==> config.mk <==
export PLATFORM = sky130hd
export DESIGN_NAME = gf16_exp_ctrl_flat
export DESIGN_NICKNAME = d
export VERILOG_FILES = /design/src/rtl/gf16_exp_if.sv /design/src/rtl/gf16_exp_ctrl.sv /design/src/flat_wrapper.sv
export SDC_FILE = /design/constraint.sdc
export NUM_CORES = 1
export LEC_CHECK = 0
export BUFFER_PORTS_ARGS = -buffer_cell sky130_fd_sc_hd__buf_2
export CORE_ASPECT_RATIO = 1.4
export CORE_MARGIN = 5
export CORE_UTILIZATION = 54
export CTS_BUF_LIST = sky130_fd_sc_hd__clkbuf_4 sky130_fd_sc_hd__clkbuf_8
export CTS_CLUSTER_SIZE = 10
export DETAILED_ROUTE_END_ITERATION = 10
export GPL_TIMING_DRIVEN = 0
export PLACE_DENSITY_LB_ADDON = 0.1
export SETUP_SLACK_MARGIN = 0.02
export SLEW_MARGIN = 20
export SYNTH_ARGS = -nofsm -noshare
export SYNTH_HDL_FRONTEND = slang
export SYNTH_SLANG_ARGS = --single-unit
==> constraint.sdc <==
create_clock -name clk -period 1.8 [get_ports clk]
set_clock_uncertainty 0.05 [all_clocks]
set_input_delay 0.45 -clock clk [delete_from_list [all_inputs] [get_ports clk]]
set_output_delay 0.45 -clock clk [all_outputs]
set_load 0.03 [all_outputs]
==> src/rtl/gf16_exp_if.sv <==
`default_nettype none
// ============================================================================
// Module   : gf16_exp_if
// Brief    : Start/ready/done handshake bundle for the GF(2^4) exponentiator.
//            The master requests A^E. The slave (controller) returns Z.
// Revision : 1.0 - initial release
// ============================================================================
interface gf16_exp_if;
    logic       start;
    logic [3:0] a;
    logic [3:0] e;
    logic       ready;
    logic       busy;
    logic       done;
    logic [3:0] z;

    modport master (
        output start, a, e,
        input  ready, busy, done, z
    );

    modport slave (
        input  start, a, e,
        output ready, busy, done, z
    );
endinterface
`default_nettype wire

==> src/rtl/gf16_exp_ctrl.sv <==
`default_nettype none
// ============================================================================
// Module   : gf16_exp_ctrl
// Brief    : Computes Z = A^E in GF(2^4), with P(x) = x^4 + x^3 + 1.
//            It uses left-to-right square-and-multiply over one shared
//            squarer and one shared multiplier. Latency is 4 + popcount(E).
// Revision : 1.0 - initial release
// ============================================================================
module gf16_exp_ctrl (
    input  wire logic  clk,
    input  wire logic  rst,
    gf16_exp_if.slave  bus
);

    localparam logic [1:0] S_IDLE = 2'd0;
    localparam logic [1:0] S_SQR  = 2'd1;
    localparam logic [1:0] S_MUL  = 2'd2;
    localparam logic [1:0] S_DONE = 2'd3;

    logic [1:0] state_q, state_d;
    logic [3:0] a_q, a_d;
    logic [3:0] e_q, e_d;
    logic [3:0] acc_q, acc_d;
    logic [1:0] idx_q, idx_d;
    logic [3:0] z_q, z_d;
    logic [3:0] sq_w;
    logic [3:0] mul_w;

    // Squaring is linear over GF(2). Only the x^6 (=1111) and x^4 (=1001)
    // terms need reduction.
    function automatic logic [3:0] gf_sq(input logic [3:0] x);
        return {x[3] ^ x[2], x[3] ^ x[1], x[3], x[3] ^ x[2] ^ x[0]};
    endfunction

    // Shift-and-add multiply. The running multiplicand is reduced on every
    // shift (x^4 -> x^3 + 1), so the result never exceeds 4 bits.
    function automatic logic [3:0] gf_mul(input logic [3:0] x, input logic [3:0] y);
        logic [3:0] p;
        logic [3:0] t;
        p = 4'h0;
        t = x;
        for (int i = 0; i < 4; i++) begin
            if (y[i]) begin
                p = p ^ t;
            end
            t = {t[2:0], 1'b0} ^ (t[3] ? 4'h9 : 4'h0);
        end
        return p;
    endfunction

    assign sq_w  = gf_sq(acc_q);
    assign mul_w = gf_mul(acc_q, a_q);

    // Next-state and datapath selection. Each state uses only one of the
    // squarer or the multiplier, so the two are never chained in one cycle.
    always_comb begin
        state_d = state_q;
        a_d     = a_q;
        e_d     = e_q;
        acc_d   = acc_q;
        idx_d   = idx_q;
        z_d     = z_q;
        case (state_q)
            S_IDLE: begin
                if (bus.start) begin
                    a_d     = bus.a;
                    e_d     = bus.e;
                    acc_d   = 4'h1;
                    idx_d   = 2'd3;
                    state_d = S_SQR;
                end
            end
            S_SQR: begin
                acc_d = sq_w;
                if (e_q[idx_q]) begin
                    state_d = S_MUL;
                end else if (idx_q == 2'd0) begin
                    state_d = S_DONE;
                    z_d     = sq_w;
                end else begin
                    idx_d   = idx_q - 2'd1;
                end
            end
            S_MUL: begin
                acc_d = mul_w;
                if (idx_q == 2'd0) begin
                    state_d = S_DONE;
                    z_d     = mul_w;
                end else begin
                    idx_d   = idx_q - 2'd1;
                    state_d = S_SQR;
                end
            end
            default: begin
                state_d = S_IDLE;
            end
        endcase
    end

    // State and operand registers. Reset aborts any operation in progress.
    always_ff @(posedge clk or posedge rst) begin
        if (rst) begin
            state_q <= S_IDLE;
            a_q     <= 4'h0;
            e_q     <= 4'h0;
            acc_q   <= 4'h0;
            idx_q   <= 2'd0;
            z_q     <= 4'h0;
        end else begin
            state_q <= state_d;
            a_q     <= a_d;
            e_q     <= e_d;
            acc_q   <= acc_d;
            idx_q   <= idx_d;
            z_q     <= z_d;
        end
    end

    // The handshake outputs are Moore decodes of the state register.
    assign bus.ready = (state_q == S_IDLE);
    assign bus.busy  = (state_q == S_SQR) || (state_q == S_MUL);
    assign bus.done  = (state_q == S_DONE);
    assign bus.z     = z_q;

endmodule
`default_nettype wire

==> src/flat_wrapper.sv <==
// flat-port wrapper written by rule: the top's interface ports become plain ports
module gf16_exp_ctrl_flat 
  (clk, rst, bus_start, bus_a, bus_e, bus_ready, bus_busy, bus_done, bus_z);
  gf16_exp_if bus_i ();
  input  wire logic clk;
  input  wire logic rst;
  input wire logic [$bits(bus_i.start)-1:0] bus_start;
  input wire logic [$bits(bus_i.a)-1:0] bus_a;
  input wire logic [$bits(bus_i.e)-1:0] bus_e;
  output wire logic [$bits(bus_i.ready)-1:0] bus_ready;
  output wire logic [$bits(bus_i.busy)-1:0] bus_busy;
  output wire logic [$bits(bus_i.done)-1:0] bus_done;
  output wire logic [$bits(bus_i.z)-1:0] bus_z;
  assign bus_i.start = bus_start;
  assign bus_i.a = bus_a;
  assign bus_i.e = bus_e;
  assign bus_ready = bus_i.ready;
  assign bus_busy = bus_i.busy;
  assign bus_done = bus_i.done;
  assign bus_z = bus_i.z;
  gf16_exp_ctrl u_core (.clk(clk), .rst(rst), .bus(bus_i));
endmodule
# Word-level counts from Yosys, hierarchy flattened
# Cells that the tools add are included.
# word_totals
reg_bits	20
latchBits	0
ramBits	0
rom_bits	0
inputBits	11
output_inout_bits	7
word_cells	59
mem_count	0
# classes
add_sub_neg	1
mul	0
div	0
order_cmp	1
n_eq_ne	8
n_shift	0
n_mux	24
bitwise	9
reduce_logical	10
# op_table
cell	count
$mux 4	11
$xor 4x4->4	6
$mux 2	7
$pmux 2 s3	2
$pmux 4 s3	1
$pmux 4 s2	1
$reduce_and 2->1	3
$eq 2x2->1 const B	2
$logic_not 2->1	2
$ne 2x1->1 const B	2
$ne 2x2->1 const B	2
$reduce_and 4->1	1
$lt 2x3->1 const B	1
$ne 3x1->1 const B	1
$reduce_and 3->1	1
$reduce_bool 3->1	1
$xor 1x1->1	3
$bmux 1 s2	1
$eq 2x1->1 const B	1
$reduce_bool 2->1	1
$sub 2x1->2 const B	1
$logic_or 1x1->1	1
$mux 1	1

# Logic depth before layout (Yosys ltp)
# Gate-level depths: netlist (run 1).
# depth
ltp_word	10
mapped_depth	8
mapped_depth_nobuf	7

# Worst setup path after synthesis (run 1)
# Ideal clock, no wire load.
# synth_path
kind	register to register
start	register u_core.a_q[0]
end	register u_core.z_q[3], in the netlist u_core.bus.z[3]
setup_time_ns	0.128
arrival_time_ns	1.671
t_required_ns	1.622
setup_slack_ns	-0.049
path_stages_with_launch	7
path_buffers	1
period_less_slack_ns	1.849
path_cell_list	dfrtp_1 > buf_6 > xor2_1 > mux4_2 > a221oi_2 > mux2i_1 > a21oi_1
# synth_via
elab_chain_cells	9
# synth_rtl
element	line	rtl
from (decl)	gf16_exp_ctrl.sv:21	logic [3:0] a_q, a_d;
from (signal assigned)	gf16_exp_ctrl.sv:104	a_q <= 4'h0;
from (signal assigned)	gf16_exp_ctrl.sv:111	a_q <= a_d;
$mux 4 *	gf16_exp_ctrl.sv:43	if (y[i]) begin
$xor 4x4->4	gf16_exp_ctrl.sv:44	p = p ^ t;
$mux 4 *	gf16_exp_ctrl.sv:43	
$xor 4x4->4	gf16_exp_ctrl.sv:44	
$mux 4 *	gf16_exp_ctrl.sv:43	
$xor 4x4->4	gf16_exp_ctrl.sv:44	
$mux 4 *	gf16_exp_ctrl.sv:43	
$mux 4 *	gf16_exp_ctrl.sv:86	if (idx_q == 2'd0) begin
$pmux 4 s2 *	gf16_exp_ctrl.sv:63	case (state_q)
to (signal assigned)	gf16_exp_ctrl.sv:115	z_q <= z_d;
to (decl)	gf16_exp_ctrl.sv:25	logic [3:0] z_q, z_d;
# Every way passes the cells marked *; elsewhere a longest branch is shown, timed or not. The select of a mux whose other input is x is not followed.
# A chain may end at the register's enable or synchronous reset.

# Worst setup path in the final report (run 1)
# Same ends and word-level chain as after synthesis.

==> implementation parameters, run 1 <==
Parameter                              Value

Global route
  Number of antenna violations at the first check in global routing    0
  Tot GR Track Use    0.183
  Wire length of the first global-routing pass    5470 µm
  Via count of the first global-routing pass    1,272
  Maximum number of pins on one net before global-route repair    21
  Sum of overflow across all layers after global routing    0

Route
  Detailed-route wire length on metal 1    1280 µm
  Iteration-0 DRC Markers    25
  Detailed-routing iteration count for the pre-antenna-repair pass    6
  Number of design rule violations left after detail routing    0
  Met2 routed wirelength    1830 µm
  Top routing layer in use    met4
  Number of antenna-violating nets in the routed design    0
  Detailed Route WL    3240 µm
  Number of vias per cell    5.61
  Length of routed met3 wiring    90 µm
  Detailed-route via count    1,223
  Detailed-route wire length per cell    14.9 µm

Timing
  Maximum clock frequency    516 MHz
  Min Tclk post-route    1.94 ns
  Worst Tran Pin Value    0.780 ns
  Worst Setup Slack, final    -0.137 ns
  Final count of negative-setup-slack endpoints    2
  RSZ-0062 raised after global routing    true
  Worst relative slew slack    0.480
  Final worst-path cycle share    1.08
  Final Hold Viols    0
  Max Slew Vio Count    0

Critical path
  Cell with the biggest individual delay on the critical path    sky130_fd_sc_hd__mux4_2
  Arrival time at the worst endpoint    2.07 ns
  CP cell instances    xor2_1 > mux4_2 > a221oi_2 > mux2i_1 > a21oi_1
  Highest net fanout along the worst path    3
  Kind of critical path    register to register
  CP top delay family    multiplexers
  Type of element capturing the critical path    register
  CP required    1.93 ns
  Maximum single-stage delay on the critical path    0.46 ns
  Startpoint types    register
  WP buf/inv    0

Synthesis
  Multiplexer share of the synthesized area    0.120
  Share of flip-flops with an asynchronous set or reset    1.00
  Yosys warning total    0
  Compound-cell area share of the yosys netlist    0.159
  Cell area after technology mapping    1480 µm²
  Gate count of the mapped netlist    155
  Synth cell types    43
  Number of synthesized register bits    20
  Seq/Total Area, Yosys    0.339
  Number of synthesized flops with an enable pin    0
  Adder and majority gate portion of the synthesized area    0.0509
  Synth Area in Simple Gates    0.170
  Fraction of synthesized cell area in xor and xnor cells    0.0696
  Net count after synthesis    172
  Main combinational cell family by area after synthesis    simple AND/OR/NAND/NOR gates
  Mean instance size in the synthesized netlist    9.52 µm²
  Most common flop cell mapped by yosys    sky130_fd_sc_hd__dfrtp_1

Floorplan
  Vertical die dimension    71.8 µm
  I/O pin count    18
  Starting utilization of the core area    0.564
  Total die area    3890 µm²
  Standard cell core area    2620 µm²
  Die boundary width    54.2 µm
  Cell Rows    22

Clocking
  Source-to-sink clock delay at the later pin of the worst-skew pair    0.30 ns
  Clock-pin slew reported for the worst setup and hold paths after clock tree synthesis    0.10 ns
  TritonCTS buffer count    3
  Cell chosen for the clock root    sky130_fd_sc_hd__clkbuf_4
  CTS H-tree depth    1
  Maximum root-to-sink buffer count    2
  Clock sink total    20
  TritonCTS clock tree    done
  Number of buffers inserted by hold repair at cts    0

Power
  Maximum ir drop on the vdd rail    1260 µV
  Total power divided by cell area    1980 nW/µm²
  Leakage power figure    0.000827 µW
  Final Total Pwr    3490 µW

Flow run
  Maxcap violations    0

Final layout
  Proportion of layout cells with a drive suffix above 1    0.368
  Leading cell types in the layout, fill and taps excluded    sky130_fd_sc_hd__dfrtp_1 (20), sky130_fd_sc_hd__nand2_1 (18), sky130_fd_sc_hd__buf_2 (17)
  Area growth from synthesis to layout    19.5%
  Count of antenna diodes in the layout    0
  Count of placed standard cells in the final layout, fillers left out    218
  Most frequent standard cell in the layout excluding fill and tap cells    sky130_fd_sc_hd__dfrtp_1
  Final-stage net count    201
  Combined area of the multi-input logic cells    926 µm²
  Total area of sequential cells    500 µm²
  Filler instances    215

Place
  Placed Instances    208
  Count of buffers inserted at the top-level ports    17
  Last weighted congestion value of the routability-driven placer    0.781
  Post-detail-place hpwl    2270 µm

Outcome
  Failing checks    negative setup slack
  Status    complete, but fails checks

Min path
  Hold crit path type    input pin to async pin
synth_stat cells (2+ instances only):
cell | number | area [µm²]
sky130_fd_sc_hd__nor2b_1 | 5 | 31.3
sky130_fd_sc_hd__a21oi_1 | 8 | 40.0
sky130_fd_sc_hd__xnor2_1 | 4 | 35.0
sky130_fd_sc_hd__nand2_1 | 20 | 75.1
sky130_fd_sc_hd__nor3_1 | 2 | 10.0
sky130_fd_sc_hd__mux2i_1 | 3 | 30.0
sky130_fd_sc_hd__a21o_1 | 4 | 30.0
sky130_fd_sc_hd__clkbuf_1 | 2 | 7.51
sky130_fd_sc_hd__buf_2 | 2 | 10.0
sky130_fd_sc_hd__mux2_2 | 9 | 101
sky130_fd_sc_hd__nand2b_1 | 3 | 18.8
sky130_fd_sc_hd__and3_1 | 2 | 12.5
sky130_fd_sc_hd__mux4_2 | 2 | 45.0
sky130_fd_sc_hd__buf_6 | 6 | 67.6
sky130_fd_sc_hd__a22oi_1 | 2 | 15.0
sky130_fd_sc_hd__a211oi_1 | 2 | 15.0
sky130_fd_sc_hd__o21ai_1 | 2 | 10.0
sky130_fd_sc_hd__xor2_1 | 5 | 43.8
sky130_fd_sc_hd__dfrtp_1 | 20 | 500
sky130_fd_sc_hd__o21ai_0 | 9 | 45.0
sky130_fd_sc_hd__ha_1 | 6 | 75.1
sky130_fd_sc_hd__nor2_1 | 8 | 30.0
sky130_fd_sc_hd__inv_1 | 7 | 26.3
sky130_fd_sc_hd__nor3b_1 | 3 | 22.5
cell type report:
type / count / share of cell area
multi-input combinational: 116 / 0.525
sequential: 20 / 0.284
timing repair buffer: 27 / 0.0937
buffer: 9 / 0.0440
tap: 36 / 0.0256
inverter: 7 / 0.0149
clock buffer: 3 / 0.0128
layer usage:
layer	track usage	vias to the layer above
met5	0	-
met4	0.0332	0
met3	0.0291	6
met2	0.346	21
met1	0.207	604
li1	-	592
sequential cells by signal, indices dropped and copies added (netlist names):
register and count:
u_core.idx_q 2, u_core.e_q 4, u_core.state_q 2, u_core.bus.z 4, u_core.a_q 4, u_core.acc_q 4
metrics by stage:
stage	area, µm²	setup TNS (ns)	setup slack, ns	util	hold slack, ns
detailed placement	1610	-0.756	-0.227	0.615	0.416
floorplan	1480	-0.0425	-0.0229	-	0.364
CTS	1720	-0.451	-0.233	0.658	0.259
global placement	1610	-0.567	-0.179	0.615	0.411
global route	1760	-0.418	-0.201	0.674	0.291
finish	1760	-0.246	-0.137	0.674	0.237
where the power goes:
part / switching, µW / internal (µW) / total [µW]
sequential: 121 / 649 / 770
combinational: 1320 / 1190 / 2510
clock: 128 / 78.0 / 206
repair_timing:
| action | in CTS | in global routing |
|---|---|---|
| pin swaps | 8 | 8 |
| gates resized for setup | 9 | 17 |
| buffers inserted | 8 | 2 |
| setup endpoints to repair | 12 | 12 |
| hold endpoints to repair | 0 | 0 |
path summary, 6_finish.rpt:
| kind | startpoint | slack [ns] | depth (start not counted) | endpoint |
|---|---|---|---|---|
| worst max-delay path | u_core.a_q[0]$_DFFE_PP0P_ | -0.14 | 5 | u_core.bus.z[3]$_DFFE_PP0P_ |
| worst min-delay path | rst | 0.24 | 2 | u_core.a_q[3]$_DFFE_PP0P_ |
| min in group clk | bus_e[2] | 0.33 | 2 | u_core.e_q[2]$_DFFE_PP0P_ |
| worst min register to register | u_core.bus.z[0]$_DFFE_PP0P_ | 0.44 | 2 | u_core.bus.z[0]$_DFFE_PP0P_ |
| max in group asynchronous | rst | 0.98 | 2 | u_core.acc_q[2]$_DFFE_PP0P_ |
| worst max register to register | u_core.a_q[0]$_DFFE_PP0P_ | -0.14 | 5 | u_core.bus.z[3]$_DFFE_PP0P_ |
logic make-up (layout without fill, tap and decap cells):
kind of cell	after synthesis	in the layout
simple gates	50	50
compound gates	36	36
xor+xnor	10	10
fa+ha+maj	6	6
mux	14	14
buf+inv	19	46
flops	20	20
(Power assumes the default switching activity.)
==> inputs of run 2 (changes only) <==
Settings changed: CORE_UTILIZATION 54 to 40.
==> run 2 against run 1 <==
  * The run still ends with negative setup slack left
  * Sequential share of layout area down 1.3 points
  * Clock-buffer cell count grew 1
  * Flip-flop and latch count stayed put
  * Core utilization decreased by 16 points
  * Final area rose by 4.9%
  * Largest cell class unchanged
==> implementation parameters, run 2 (synthesized netlist as in run 1, its figures left out) <==
Parameter                              Value

Power
  Net switching component of the power    1630 µW (was 1570 µW)
  Maximum ir drop on the vdd rail    1280 µV (was 1260 µV)
  Leakage power figure    0.000852 µW (was 0.000827 µW)
  Proportion of total power due to net switching    0.438 (was 0.450)
  Total internal power    2080 µW (was 1920 µW)
  Fraction of power consumed by sequential logic    0.211 (was 0.221)
  Part of the power in combinational logic    0.696 (was 0.720)
  Total power divided by cell area    2010 nW/µm² (was 1980 nW/µm²)
  Power share of the clock group    0.094 (was 0.059)

Critical path
  CP cell instances    xor2_1 > mux4_2 > a221oi_2 > mux2i_1 > a21oi_1 (unchanged)
  Maximum single-stage delay on the critical path    0.46 ns (about the same)
  Kind of critical path    register to register (unchanged)
  Type of element capturing the critical path    register (unchanged)
  Startpoint types    register (unchanged)
  Arrival time at the worst endpoint    2.03 ns (was 2.07 ns)
  Cell with the biggest individual delay on the critical path    sky130_fd_sc_hd__mux4_2 (unchanged)
  CP required    1.90 ns (was 1.93 ns)
  Highest net fanout along the worst path    4 (was 3)

Place
  Count of buffers inserted at the top-level ports    17 (unchanged)
  DP Area    1620 µm² (was 1610 µm²)
  Post-detail-place hpwl    2400 µm (was 2270 µm)
  Last weighted congestion value of the routability-driven placer    0.828 (was 0.781)
  Worst setup slack before clock tree synthesis    -0.204 ns (was -0.227 ns)

Global route
  Number of antenna violations at the first check in global routing    0 (unchanged)
  Maximum number of pins on one net before global-route repair    21 (unchanged)
  Sum of overflow across all layers after global routing    0 (unchanged)
  Tot GR Track Use    0.148 (was 0.183)
  Via count of the first global-routing pass    1,249 (was 1,272)
  Wire length of the first global-routing pass    5620 µm (was 5470 µm)

Timing
  Min Tclk post-route    1.93 ns (was 1.94 ns)
  Final TNS setup    -0.249 ns (was -0.246 ns)
  Final worst-path cycle share    1.07 (was 1.08)
  Final count of negative-setup-slack endpoints    2 (unchanged)
  Worst Setup Slack, final    -0.132 ns (was -0.137 ns)
  Worst Tran Pin Value    0.772 ns (was 0.780 ns)
  Final Hold Viols    0 (unchanged)
  Max Slew Vio Count    0 (unchanged)
  RSZ-0062 raised after global routing    true (unchanged)
  Worst relative slew slack    0.485 (was 0.480)
  Maximum clock frequency    517 MHz (was 516 MHz)

Floorplan
  Standard cell core area    3610 µm² (was 2620 µm²)
  I/O pin count    18 (unchanged)
  Die boundary width    61.3 µm (was 54.2 µm)
  Total die area    5020 µm² (was 3890 µm²)
  Starting utilization of the core area    0.409 (was 0.564)
  Vertical die dimension    81.9 µm (was 71.8 µm)
  Cell Rows    26 (was 22)

Route
  Number of vias per cell    5.26 (was 5.61)
  Detailed-routing iteration count for the pre-antenna-repair pass    4 (was 6)
  Detailed Route WL    3320 µm (was 3240 µm)
  Iteration-0 DRC Markers    42 (was 25)
  Number of antenna-violating nets in the routed design    0 (unchanged)
  Detailed-route via count    1,194 (was 1,223)
  Number of design rule violations left after detail routing    0 (unchanged)
  Detailed-route wire length per cell    14.6 µm (was 14.9 µm)

Clocking
  Number of buffers inserted by hold repair at cts    0 (unchanged)
  TritonCTS clock tree    done (unchanged)
  Clock-pin slew reported for the worst setup and hold paths after clock tree synthesis    0.08 ns (was 0.10 ns)
  CTS H-tree depth    1 (unchanged)
  Clock sink total    20 (unchanged)
  Source-to-sink clock delay at the later pin of the worst-skew pair    0.26 ns (was 0.30 ns)
  Maximum root-to-sink buffer count    2 (unchanged)
  Cell chosen for the clock root    sky130_fd_sc_hd__clkbuf_8 (was sky130_fd_sc_hd__clkbuf_4)
  TritonCTS buffer count    3 (unchanged)

Final layout
  Filler instances    328 (was 215)
  Most frequent standard cell in the layout excluding fill and tap cells    sky130_fd_sc_hd__dfrtp_1 (unchanged)
  Count of antenna diodes in the layout    0 (unchanged)
  Area growth from synthesis to layout    25.4% (was 19.5%)
  Total non-filler cell area in the finished layout    1850 µm² (was 1760 µm²)
  Utilization of the core after routing    0.512 (was 0.674)
  Proportion of layout cells with a drive suffix above 1    0.411 (was 0.368)
  Leading cell types in the layout, fill and taps excluded    sky130_fd_sc_hd__dfrtp_1 (19), sky130_fd_sc_hd__nand2_1 (16), sky130_fd_sc_hd__buf_2 (16) (was sky130_fd_sc_hd__dfrtp_1 (20), sky130_fd_sc_hd__nand2_1 (18), sky130_fd_sc_hd__buf_2 (17))
  Final-stage net count    203 (was 201)

Flow run
  Maxcap violations    0 (unchanged)

Min path
  Hold crit path type    input pin to async pin (unchanged)

Outcome
  Status    complete, but fails checks (unchanged)
  Failing checks    negative setup slack (unchanged)
-- run 2: changes by cell type in the layout (fill, tap and decap cells not counted), moves of 2 or more --
cell	previous run	this run
sky130_fd_sc_hd__buf_4	13	15
sky130_fd_sc_hd__nand2_2	1	3
sky130_fd_sc_hd__clkbuf_8	0	4
sky130_fd_sc_hd__nor3_1	2	0
sky130_fd_sc_hd__nand2_1	18	16
sky130_fd_sc_hd__clkbuf_4	3	1
-- run 2: worst max-delay path, delay by kind of cell, from the launching register on --
| kind | cells | cell delay (ns) |
|---|---|---|
| AOI/OAI and AO/OA | 2 | 0.41 |
| DFF | 1 | 0.42 |
| xor gates and xnor gates | 1 | 0.17 |
| muxes | 2 | 0.77 |
-- run 2: cell type report --
class | count | area [µm²] | area share
Clock buffer | 4 | 55.1 | 0.0298
Buffer | 9 | 80.1 | 0.0433
Timing Repair Buffer | 29 | 180 | 0.0974
Multi-Input combinational cell | 116 | 953 | 0.516
Inverter | 7 | 26.3 | 0.0142
Sequential cell | 20 | 502 | 0.271
Tap cell | 42 | 52.6 | 0.0284
-- run 2: final timing paths --
kind | from | end | slack [ns] | cells after the start
max in group asynchronous | rst | u_core.a_q[0]$_DFFE_PP0P_ | 0.90 | 2
min in group clk | bus_e[3] | u_core.e_q[3]$_DFFE_PP0P_ | 0.37 | 2
setup / recovery | u_core.a_q[1]$_DFFE_PP0P_ | u_core.bus.z[3]$_DFFE_PP0P_ | -0.13 | 5
setup reg to reg | u_core.a_q[1]$_DFFE_PP0P_ | u_core.bus.z[3]$_DFFE_PP0P_ | -0.13 | 5
hold / removal | rst | u_core.state_q[0]$_DFFE_PP0P_ | 0.27 | 2
hold reg to reg | u_core.bus.z[0]$_DFFE_PP0P_ | u_core.bus.z[0]$_DFFE_PP0P_ | 0.46 | 2
-- run 2: per-stage QoR --
| step | instances | power [µW] | hold WS [ns] |
|---|---|---|---|
| 5_1_grt | 227 | 4020 | 0.346 |
| 3_3_place_gp | 214 | 2880 | 0.413 |
| 6_report | 227 | 3710 | 0.270 |
| 4_1_cts | 226 | 3590 | 0.313 |
| 3_5_place_dp | 214 | 2940 | 0.414 |
| 2_1_floorplan | 155 | 2510 | 0.364 |
-- run 2: per-layer routing --
metal	part of all wire	up-vias	wire, µm	track usage
li1	-	597	-	-
met1	0.42	582	1380	0.171
met2	0.57	15	1880	0.273
met3	0.017	0	58	0.0189
met4	0	0	0	0.0477
met5	0	-	0	0
-- run 2: power groups by stage --
stage | Combinational, µW | Sequential, µW | Clock [µW]
final | 2580 | 781 | 347
after global routing | 2830 | 813 | 379
after CTS | 2480 | 754 | 358
after detailed placement | 2160 | 785 | 0
after global placement | 2100 | 779 | 0
after floorplan | 1690 | 820 | 0
-- run 2: repair_timing --
action,4_1_cts,5_1_grt
pin swaps,6,12
endpoints found under the setup margin,11,12
gates resized for setup,13,20
gates cloned,0,0
setup buffers,9,3
